===== src/rtl/tse_gxb_rx_reset_sequencer.sv =====
// Receive-channel bring-up sequencer for a TSE 1000BASE-X GXB lane.
// Sequences analog and digital receive resets from PLL/CDR lock, then qualifies word-alignment sync.
module tse_gxb_rx_reset_sequencer #(
    parameter int CNT_WIDTH        = 20,
    parameter int ANALOG_HOLD      = 4,
    parameter int LOCK_TIMEOUT     = 500000,
    parameter int LTD_WAIT         = 4000,
    parameter int SYNC_TIMEOUT     = 1000000,
    parameter int SYNC_LOSS_FILTER = 3
) (
    input  logic       clk,
    input  logic       reset,
    input  logic       pll_locked,
    input  logic       rx_freqlocked,
    input  logic       rx_sync,
    output logic       rx_analogreset,
    output logic       rx_digitalreset,
    output logic       pcs_ready,
    output logic [3:0] retry_count,
    output logic       sync_lost,
    output logic [2:0] state_out
);

    typedef enum logic [2:0] {
        ANALOG_RST = 3'd0,
        WAIT_LOCK  = 3'd1,
        WAIT_LTD   = 3'd2,
        WAIT_SYNC  = 3'd3,
        READY      = 3'd4
    } state_t;

    localparam logic [CNT_WIDTH-1:0] CNT_MAX   = '1;
    localparam logic [CNT_WIDTH-1:0] HOLD_LAST = CNT_WIDTH'(ANALOG_HOLD - 1);
    localparam logic [CNT_WIDTH-1:0] LOCK_LAST = CNT_WIDTH'(LOCK_TIMEOUT - 1);
    localparam logic [CNT_WIDTH-1:0] LTD_LAST  = CNT_WIDTH'(LTD_WAIT - 1);
    localparam logic [CNT_WIDTH-1:0] SYNC_LAST = CNT_WIDTH'(SYNC_TIMEOUT - 1);
    localparam logic [CNT_WIDTH-1:0] LOSS_LAST = CNT_WIDTH'(SYNC_LOSS_FILTER - 1);

    logic [1:0] pll_sync;
    logic [1:0] lock_sync;
    logic [1:0] rxsync_sync;
    logic       pll_s;
    logic       lock_s;
    logic       sync_s;

    state_t               state;
    state_t               state_next;
    logic                 timeout;
    logic [CNT_WIDTH-1:0] cnt;
    logic [CNT_WIDTH-1:0] loss_cnt;

    // Status inputs are asynchronous to clk; two flops each before the FSM sees them.
    always_ff @(posedge clk or posedge reset) begin
        if (reset) begin
            pll_sync    <= 2'b00;
            lock_sync   <= 2'b00;
            rxsync_sync <= 2'b00;
        end else begin
            pll_sync    <= {pll_sync[0], pll_locked};
            lock_sync   <= {lock_sync[0], rx_freqlocked};
            rxsync_sync <= {rxsync_sync[0], rx_sync};
        end
    end

    assign pll_s  = pll_sync[1];
    assign lock_s = lock_sync[1];
    assign sync_s = rxsync_sync[1];

    always_comb begin
        state_next = state;
        timeout    = 1'b0;
        case (state)
            ANALOG_RST: begin
                if (pll_s && (cnt >= HOLD_LAST)) begin
                    state_next = WAIT_LOCK;
                end
            end
            WAIT_LOCK: begin
                if (!pll_s) begin
                    state_next = ANALOG_RST;
                end else if (cnt == LOCK_LAST) begin
                    state_next = ANALOG_RST;
                    timeout    = 1'b1;
                end else if (lock_s) begin
                    state_next = WAIT_LTD;
                end
            end
            WAIT_LTD: begin
                if (!pll_s) begin
                    state_next = ANALOG_RST;
                end else if (!lock_s) begin
                    state_next = WAIT_LOCK;
                end else if (cnt == LTD_LAST) begin
                    state_next = WAIT_SYNC;
                end
            end
            WAIT_SYNC: begin
                if (!pll_s) begin
                    state_next = ANALOG_RST;
                end else if (!lock_s) begin
                    state_next = WAIT_LOCK;
                end else if (cnt == SYNC_LAST) begin
                    state_next = ANALOG_RST;
                    timeout    = 1'b1;
                end else if (sync_s) begin
                    state_next = READY;
                end
            end
            READY: begin
                // loss_cnt holds prior consecutive lows; this cycle's low completes the filter.
                if (!pll_s) begin
                    state_next = ANALOG_RST;
                end else if (!lock_s) begin
                    state_next = WAIT_LOCK;
                end else if (!sync_s && (loss_cnt >= LOSS_LAST)) begin
                    state_next = WAIT_SYNC;
                end
            end
            default: state_next = ANALOG_RST;
        endcase
    end

    // Outputs are decoded from state_next so they move on the same edge as the state register.
    always_ff @(posedge clk or posedge reset) begin
        if (reset) begin
            state           <= ANALOG_RST;
            cnt             <= '0;
            loss_cnt        <= '0;
            retry_count     <= 4'd0;
            rx_analogreset  <= 1'b1;
            rx_digitalreset <= 1'b1;
            pcs_ready       <= 1'b0;
            sync_lost       <= 1'b0;
        end else begin
            state <= state_next;

            // The analog hold time only starts once the PLL is locked.
            if ((state_next != state) || ((state == ANALOG_RST) && !pll_s)) begin
                cnt <= '0;
            end else if (cnt != CNT_MAX) begin
                cnt <= cnt + 1'b1;
            end

            if ((state == READY) && (state_next == READY) && !sync_s) begin
                if (loss_cnt != CNT_MAX) begin
                    loss_cnt <= loss_cnt + 1'b1;
                end
            end else begin
                loss_cnt <= '0;
            end

            if (timeout && (retry_count != 4'd15)) begin
                retry_count <= retry_count + 4'd1;
            end

            rx_analogreset  <= (state_next == ANALOG_RST);
            rx_digitalreset <= (state_next == ANALOG_RST) || (state_next == WAIT_LOCK) ||
                               (state_next == WAIT_LTD);
            pcs_ready       <= (state_next == READY);
            sync_lost       <= (state == READY) && (state_next == WAIT_SYNC);
        end
    end

    assign state_out = state;

endmodule


===== config.mk =====
export PLATFORM = sky130hd
export DESIGN_NAME = tse_gxb_rx_reset_sequencer
export DESIGN_NICKNAME = d
export VERILOG_FILES = /design/src/rtl/tse_gxb_rx_reset_sequencer.sv
export SDC_FILE = /design/constraint.sdc
export NUM_CORES = 1
export LEC_CHECK = 0
export CAP_MARGIN = 20
export CORE_MARGIN = 10
export CORE_UTILIZATION = 30
export CTS_CLUSTER_SIZE = 20
export DETAILED_ROUTE_END_ITERATION = 8
export SLEW_MARGIN = 10
export SYNTH_ARGS = -nofsm -noshare
export SYNTH_HDL_FRONTEND = slang
export SYNTH_SLANG_ARGS = --single-unit

===== constraint.sdc =====
create_clock -name clk -period 4.4 [get_ports clk]
set_input_delay 0.88 -clock clk [delete_from_list [all_inputs] [get_ports clk]]
set_output_delay 0.88 -clock clk [all_outputs]
set_load 0.02 [all_outputs]

==> results_dict.tcl, run 1 <==
set metrics [dict create \
    track_usage 0.0863 \
    powerDensity_nw_per_um2 398 \
    ios 16 \
    cts.path.max_buffers 2 \
    fin_crit_sh 0.648 \
    fin_nets 294 \
    ctsHoldBuffers 0 \
    overflow 0 \
    grt_setup_unrepaired "no" \
    max_cap_viol_count 0 \
    cts_tree "built" \
    drtIter0Drc 101 \
    core_area_um2 8810 \
    slew_violations 0 \
    syn_area_per_cell_um2 10.9 \
    cts_resized 0 \
    seq_power_share 0.467 \
    syn_inst 252 \
    antenna_found_initial 0 \
    clk_pin_slew_ps 60 \
    total_power_mw 1.27 \
    clock_skew_ps 6.71 \
    final_common_cell "dfrtp_1" \
    vias_per_cell 4.89 \
    synth_area_leaders "dfrtp_1 50%, xor2_1 4.1%, nor2_1 4.0%" \
    fp.dieH_um 116 \
    synth_top_cell_by_area "dfrtp_1" \
    irDropWorstVdd_mv 0.151 \
    grt_pass1_vias 1930 \
    cp_top_family "simple AND/OR/NAND/NOR gates" \
    fin_area_um2 3190 \
    num_vias 1942 \
    wirelength_um 5290 \
    max_freq_ghz 0.351 \
    drc 0 \
    synth-seq-cells 57 \
    syn_to_final_growth_pct 16.1 \
    ys_warn_count 0 \
    netlist.area_leader.share 0.501 \
    diodes 0 \
    switchingPower_mw 0.358 \
    worst_pin_slew_ps 838 \
    start_util 0.312 \
    mostFrequentLayoutCells "55 x dfrtp_1, 29 x nor2_1, 19 x nand2_1, 17 x conb_1, 15 x clkdlybuf4s50_1" \
    tns_ps 0 \
    start_kind "flop" \
    numCtsBuffers 9 \
    routabilityCongestion 0.892 \
    dpl_cell_area_um2 2990 \
    required_ps 4650 \
    crit_chain "ha_1 > nand4_1 > nor2_1 > and3_2 > o41ai_1 > nor4b_2 > nand4bb_4 > nor3_4" \
    synth_seq_area_share 0.520 \
    arrival_ps 3100 \
    die_area_um2 13400 \
    drive_gt1_frac 0.145 \
    ys_types 56 \
    p_int_mw 0.910 \
    pwr-share-clk 0.374 \
    path_max_fanout 20 \
    ant_nets 0 \
    yosys_most_used_dff "dfrtp_1" \
    dp_hpwl_um 3840 \
    io_buffers 15 \
    cts.sinks 57 \
    path_buf_inv 0 \
    combPwrFrac 0.160 \
    cts-htree-levels 3 \
    slowest_delay_ps 640 \
    cp-end-kind "flop" \
    netlist_area_um2 2750 \
    die_w_um 116 \
    ys_async_sr_fraction 1.00 \
    status "finished clean" \
    place_ws_ps 1570 \
    cpMaxStageDelayCell "o41ai_1" \
    firstDrtPassIters 4 \
    power_leakage_nw 1.33 \
    hold_violations 0 \
    post_drt_wl_per_cell_um 13.3 \
    layout_setup_ws_ps 1550 \
    synth-edff-count 0 \
    grt_max_degree 36 \
    stdcell_count 397 \
    clock_tree.root_cell "clkbuf_8" \
    num_rows 34 \
    min_path_type "flop to flop" \
    min_period_ps 2850 \
    setup_violations 0 \
    insertion_delay_ps 340 \
    cts_setup_buffers 0 \
    critical_path_class "flop to flop" \
    place_inst 382 \
    slew_headroom 0.436 \
    switching_share 0.282 \
    grt_pass1_wl_um 9320 \
]
[worst paths after layout]
path                             endpoint  cells past startpoint           start  slack, ps
setup / recovery                   cnt[4]                      8          cnt[0]       1550
hold / removal             rxsync_sync[1]                      0  rxsync_sync[0]        350
setup reg to reg                   cnt[4]                      8          cnt[0]       1550
hold reg to reg            rxsync_sync[1]                      0  rxsync_sync[0]        350
max in group asynchronous     loss_cnt[5]                      4           reset       2870
min in group asynchronous     loss_cnt[9]                      2           reset        880
[Yosys cell counts, types with 3 or more instances]
master and instances:
a31oi_1 4, ha_1 4, xnor2_1 10, nand4_1 14
nor2_1 29, buf_6 3, nor3_1 3, dfrtp_1 55
a21oi_1 5, xor2_1 13, nand3_1 11, nand2_1 19
nor2_2 7, nor4_1 13, inv_1 8
[per-layer routing]
layer | track usage | wire length [um] | vias to the layer above
met5 | 0 | 0 | -
met4 | 0.0425 | 89 | 0
met3 | 0.0274 | 272 | 8
met2 | 0.119 | 2210 | 36
met1 | 0.119 | 2710 | 945
li1 | - | - | 953
[cells by family (layout without fill, tap and decap cells)]
kind of cell / Yosys count / in the layout / synth area share
simple gates: 117 / 117 / 0.247
flops: 57 / 57 / 0.520
compound gates: 30 / 30 / 0.0793
xor+xnor: 23 / 23 / 0.0733
buf+inv: 19 / 40 / 0.0565
fa+ha+maj: 4 / 4 / 0.0182
other cells: 1 / 17 / 0.00137
mux: 1 / 1 / 0.00410
[flip-flops by register name, summed over array words and instances (netlist names)]
name	count
retry_count	4
sync_lost	1
rx_digitalreset	1
lock_sync	2
loss_cnt	20
rx_analogreset	1
state_out	3
pcs_ready	1
pll_sync	2
rxsync_sync	2
cnt	20
[power by group through the flow]
stage / Clock [mW] / Sequential [mW] / Combinational, mW
3_5_place_dp: 0 / 0.601 / 0.207
5_1_grt: 0.518 / 0.598 / 0.227
6_report: 0.474 / 0.592 / 0.202
3_3_place_gp: 0 / 0.599 / 0.201
4_1_cts: 0.493 / 0.591 / 0.207
2_1_floorplan: 0 / 0.597 / 0.176
[worst register-to-register path: stages, from the launching register on]
cell       delay [ps]
dfrtp_1           420
ha_1              280
nand4_1           190
nor2_1             90
and3_2            220
o41ai_1           650
nor4b_2           120
nand4bb_4         510
nor3_4            280
[area by class of cell]
class / instances / area [um2]
inverters: 8 / 30.0
fillers: 887 / 5620
clock buffers: 10 / 138
well taps: 108 / 135
repair buffers: 17 / 178
clock inverters: 5 / 56.3
multi-input cells: 192 / 1220
flip-flops and latches: 57 / 1430
[per-stage QoR]
stage | hold WS (ps) | util
detailed placement | 339 | 0.340
finish | 349 | 0.362
global placement | 335 | 0.338
CTS | 354 | 0.362
floorplan | 331 | -
global route | 356 | 0.362
Note: power is estimated with default switching activity, not from simulation.
==> run 2: changes to the inputs <==
==> constraint.sdc (replaced) <==
create_clock -name clk -period 2.4 [get_ports clk]
set_input_delay 0.48 -clock clk [delete_from_list [all_inputs] [get_ports clk]]
set_output_delay 0.48 -clock clk [all_outputs]
set_load 0.02 [all_outputs]
==> results_dict.tcl, run 2 (synthesized netlist as in run 1, its figures left out) <==
set metrics [dict create \
    firstDrtPassIters 4 \
    path_max_fanout 8 \
    fin_area_um2 3550 \
    vias_per_cell 4.90 \
    arrival_ps 2690 \
    worst_pin_slew_ps 616 \
    ios 16 \
    dp_hpwl_um 4080 \
    mostFrequentLayoutCells "55 x dfrtp_1, 28 x buf_4, 19 x nand2_1, 19 x nor2_1, 17 x conb_1" \
    syn_to_final_growth_pct 29.3 \
    hold_path_end "rxsync_sync[1]" \
    slew_headroom 0.585 \
    start_kind "flop" \
    grt_setup_unrepaired "yes" \
    cts.sinks 57 \
    die_area_um2 13400 \
    whs_path_depth 0 \
    grt_max_degree 38 \
    utilization 0.403 \
    insertion_delay_ps 340 \
    place_ws_ps -115 \
    dpl_cell_area_um2 3190 \
    layout_setup_ws_ps -24.1 \
    core_area_um2 8810 \
    ctsHoldBuffers 0 \
    clk_pin_slew_ps 70 \
    start_util 0.312 \
    power_leakage_nw 1.50 \
    num_vias 2091 \
    io_buffers 15 \
    min_period_ps 2420 \
    routabilityCongestion 0.861 \
    setup_violations 16 \
    numCtsBuffers 9 \
    drive_gt1_frac 0.288 \
    min_path_type "flop to flop" \
    num_rows 34 \
    drtIter0Drc 112 \
    critical_path_class "flop to flop" \
    total_power_mw 2.61 \
    max_freq_ghz 0.413 \
    cts.path.max_buffers 2 \
    fp.dieH_um 116 \
    violations "negative setup slack" \
    overflow 0 \
    clock_tree.root_cell "clkbuf_8" \
    powerDensity_nw_per_um2 734 \
    top_regs "cnt (20), loss_cnt (20), retry_count (4)" \
    die_w_um 116 \
    cp-end-kind "flop" \
    grt_pass1_wl_um 10000 \
    clock_skew_ps 6.95 \
    status "complete, but fails checks" \
    worstReg2RegStart "cnt[1]" \
    hold_violations 0 \
    track_usage 0.0945 \
    r2r_cells 10 \
    required_ps 2670 \
    r2r_end "cnt[13]" \
    slew_violations 0 \
    grt_pass1_vias 2121 \
    post_drt_wl_per_cell_um 13.5 \
    min-delay-start "rxsync_sync[0]" \
    diodes 0 \
    cts_tree "built" \
    fin_nets 324 \
    wirelength_um 5770 \
    ant_nets 0 \
    final_common_cell "dfrtp_1" \
    antenna_found_initial 0 \
    r2r_slack_ps -20 \
    irDropWorstVdd_mv 0.309 \
    max_cap_viol_count 0 \
    fin_crit_sh 1.01 \
    drc 0 \
    cts-htree-levels 3 \
]
## run 2: changes by cell type in the layout (fill, tap and decap cells not counted), sizes merged
cell      previous run  this run
clkinvlp             1         3
clkinv               3         2
buf                  2        31
## run 2: worst max-delay path by stage
stage                     depth (start not counted)    start  slack (ps)       to
after floorplan                                   8  cnt[10]          10   cnt[4]
after global placement                           10   cnt[0]         -70   cnt[4]
after global routing                             10   cnt[1]        -100  cnt[16]
after CTS                                        10   cnt[1]         -10  cnt[13]
after detailed placement                          9   cnt[0]        -120   cnt[4]
final                                            10   cnt[1]         -20  cnt[13]
## run 2: metal layers
metal  track usage  vias up  wire length, um
met3        0.0279       15              310
met2         0.135       53             2510
li1              -     1015                -
met5             0        -                0
met1         0.119     1008             2760
met4        0.0676        0              194
## run 2: final cells by class
class,instances,area [um2]
Tap cell,108,135
Sequential cell,57,1430
Fill cell,829,5260
Inverter,8,30.0
Clock inverter,6,70.1
Multi-Input combinational cell,192,1320
Clock buffer,9,124
Timing Repair Buffer,47,440
## run 2: what timing repair did
| action | in CTS | in global routing |
|---|---|---|
| pin swaps | 16 | 6 |
| setup endpoints to repair | 20 | 22 |
| buffers inserted | 3 | 1 |
| gates resized for setup | 17 | 14 |
| cloned | 1 | 0 |
## run 2: worst max-delay path, stage by stage (launching register included)
cell       delay [ps]
dfrtp_1           390
ha_2              200
or4_4             500
nor2_4            130
a311oi_2          100
o21a_1            220
a31oi_2           200
buf_4             140
nand4bb_4         170
buf_8             200
nor2_1            100
## run 2: power breakdown
group | leakage (nW) | internal (mW) | switching, mW
logic | 0.674 | 0.338 | 0.344
registers | 0.734 | 1.02 | 0.0364
clock network | 0.0875 | 0.475 | 0.394
total | 1.50 | 1.83 | 0.775
## run 2: stage by stage
step / instances / TNS (ps) / hold WS (ps)
floorplan: 268 / 0 / 331
global placement: 407 / -557 / 337
detailed placement: 407 / -1230 / 340
CTS: 426 / -65.0 / 357
global route: 427 / -1820 / 357
finish: 427 / -216 / 354
==> run 3: changes to the inputs <==
--- a/config.mk
+++ b/config.mk
@@ -6,7 +6,6 @@
 export NUM_CORES = 1
 export LEC_CHECK = 0
 export CAP_MARGIN = 20
-export CORE_MARGIN = 10
 export CORE_UTILIZATION = 30
 export CTS_CLUSTER_SIZE = 20
 export DETAILED_ROUTE_END_ITERATION = 8
==> results_dict.tcl, run 3 (synthesized netlist as in run 1, its figures left out) <==
set metrics [dict create \
    status "complete, but fails checks" \
    violations "design-rule violations, negative setup slack" \
    syn_to_final_growth_pct 23.8 \
    route.met3.wl_um 167 \
    r2r_cells 8 \
    grt_pass1_wl_um 9380 \
    vias_per_cell 4.81 \
    ctsHoldBuffers 0 \
    max_freq_ghz 0.410 \
    slowest_delay_ps 500 \
    worst_pin_slew_ps 591 \
    grt_pass1_vias 1911 \
    track_usage 0.127 \
    die_area_um2 9540 \
    routed.top_layer "met4" \
    setup_violations 19 \
    start_kind "flop" \
    hold_path_end "pll_sync[1]" \
    slew_violations 0 \
    cts.path.max_buffers 2 \
    layout_setup_ws_ps -37.2 \
    drc 4 \
    r2r_slack_ps -40 \
    num_rows 34 \
    worstReg2RegStart "cnt[7]" \
    routabilityCongestion 0.891 \
    ios 16 \
    drtIter0Drc 95 \
    post_drt_wl_per_cell_um 13.0 \
    dp_hpwl_um 3840 \
    grt_max_degree 26 \
    switchingPower_mw 0.703 \
    mostFrequentLayoutCells "55 x dfrtp_1, 25 x nor2_1, 20 x buf_4, 19 x nand2_1, 17 x conb_1" \
    cp-end-kind "flop" \
    critical_path_class "flop to flop" \
    path_max_fanout 6 \
    clock_skew_ps 8.59 \
    fin_crit_sh 1.02 \
    top_regs "cnt (20), loss_cnt (20), retry_count (4)" \
    power_leakage_nw 1.44 \
    met1Wirelength_um 2870 \
    irDropWorstVdd_mv 0.296 \
    cts.sinks 57 \
    path_buf_inv 1 \
    cpMaxStageDelayCell "or4b_4" \
    fin_nets 316 \
    seq_power_share 0.438 \
    num_vias 2020 \
    r2r_end "cnt[10]" \
    grt_setup_unrepaired "yes" \
    min_path_type "flop to flop" \
    cts_tree "built" \
    pwr-share-clk 0.300 \
    firstDrtPassIters 9 \
    overflow 0 \
    cts-htree-levels 3 \
    max_cap_viol_count 0 \
    total_power_mw 2.41 \
    required_ps 2620 \
    numCtsBuffers 9 \
    die_w_um 97.7 \
    whs_path_depth 0 \
    drive_gt1_frac 0.228 \
    start_util 0.312 \
    slew_headroom 0.602 \
    switching_share 0.292 \
    wirelength_um 5460 \
    antenna_found_initial 0 \
    final_common_cell "dfrtp_1" \
    powerDensity_nw_per_um2 709 \
    crit_chain "or3_4 > or4b_4 > o211ai_1 > a21oi_2 > nor4b_2 > nand4bb_4 > buf_6 > nor2_1" \
    ant_nets 0 \
    cp_top_family "simple AND/OR/NAND/NOR gates" \
    fp.dieH_um 97.7 \
    io_buffers 15 \
    combPwrFrac 0.262 \
    min-delay-start "pll_sync[0]" \
    dr_wl_met2_um 2270 \
    insertion_delay_ps 330 \
    core_area_um2 8810 \
    clk_pin_slew_ps 60 \
    min_period_ps 2440 \
    p_int_mw 1.71 \
    arrival_ps 2660 \
    diodes 0 \
    dpl_cell_area_um2 3160 \
    hold_violations 0 \
    tns_ps -460 \
    clock_tree.root_cell "clkbuf_8" \
    fin_area_um2 3400 \
]
run 3: cell type report:
type / instances / area [um2]
Fill cell: 847 / 5410
Clock buffer: 13 / 139
Sequential cell: 57 / 1430
Timing Repair Buffer: 39 / 379
Multi-Input combinational cell: 192 / 1270
Tap cell: 108 / 135
Inverter: 8 / 30.0
Clock inverter: 3 / 17.5
run 3: how the worst max path moves through the flow:
stage | startpoint | end | slack [ps] | depth (start not counted)
after detailed placement | cnt[0] | cnt[4] | -100 | 9
after CTS | cnt[7] | cnt[16] | 0.6 | 8
after global routing | cnt[7] | cnt[4] | -130 | 8
after global placement | cnt[0] | cnt[4] | -80 | 9
after floorplan | cnt[10] | cnt[4] | 10 | 8
final | cnt[7] | cnt[10] | -40 | 8
run 3: worst reg2reg max path: cells and delay by family, from the launching register on:
family	cells	cell delay (ps)
buffers and inverters	1	160
AOI/OAI and AO/OA	2	350
DFF	1	380
and+or+nand+nor	5	1430
run 3: per-layer routing:
layer  up-vias  track usage
li1        998            -
met1       962        0.181
met2        50        0.174
met3        10       0.0252
met4         0       0.0804
met5         -            0
run 3: power by group through the flow:
stage          Combinational, mW  Clock (mW)  Sequential (mW)
2_1_floorplan              0.324           0             1.10
3_3_place_gp               0.511           0             1.07
3_5_place_dp               0.516           0             1.07
4_1_cts                    0.615       0.749             1.05
5_1_grt                    0.681       0.800             1.06
6_report                   0.632       0.723             1.05
run 3: per-stage QoR:
step	worst slack, ps	util	hold slack [ps]	cells
floorplan	13.6	-	331	268
global placement	-77.7	0.358	342	402
detailed placement	-96.4	0.358	338	402
CTS	0.561	0.384	352	419
global route	-133	0.386	369	420
finish	-37.2	0.386	349	420
run 3: timing repair:
item | in CTS | in global routing
buffers inserted | 0 | 1
endpoints found under the setup margin | 20 | 22
pin swaps | 11 | 3
cloned | 1 | 0
resized for setup | 9 | 5
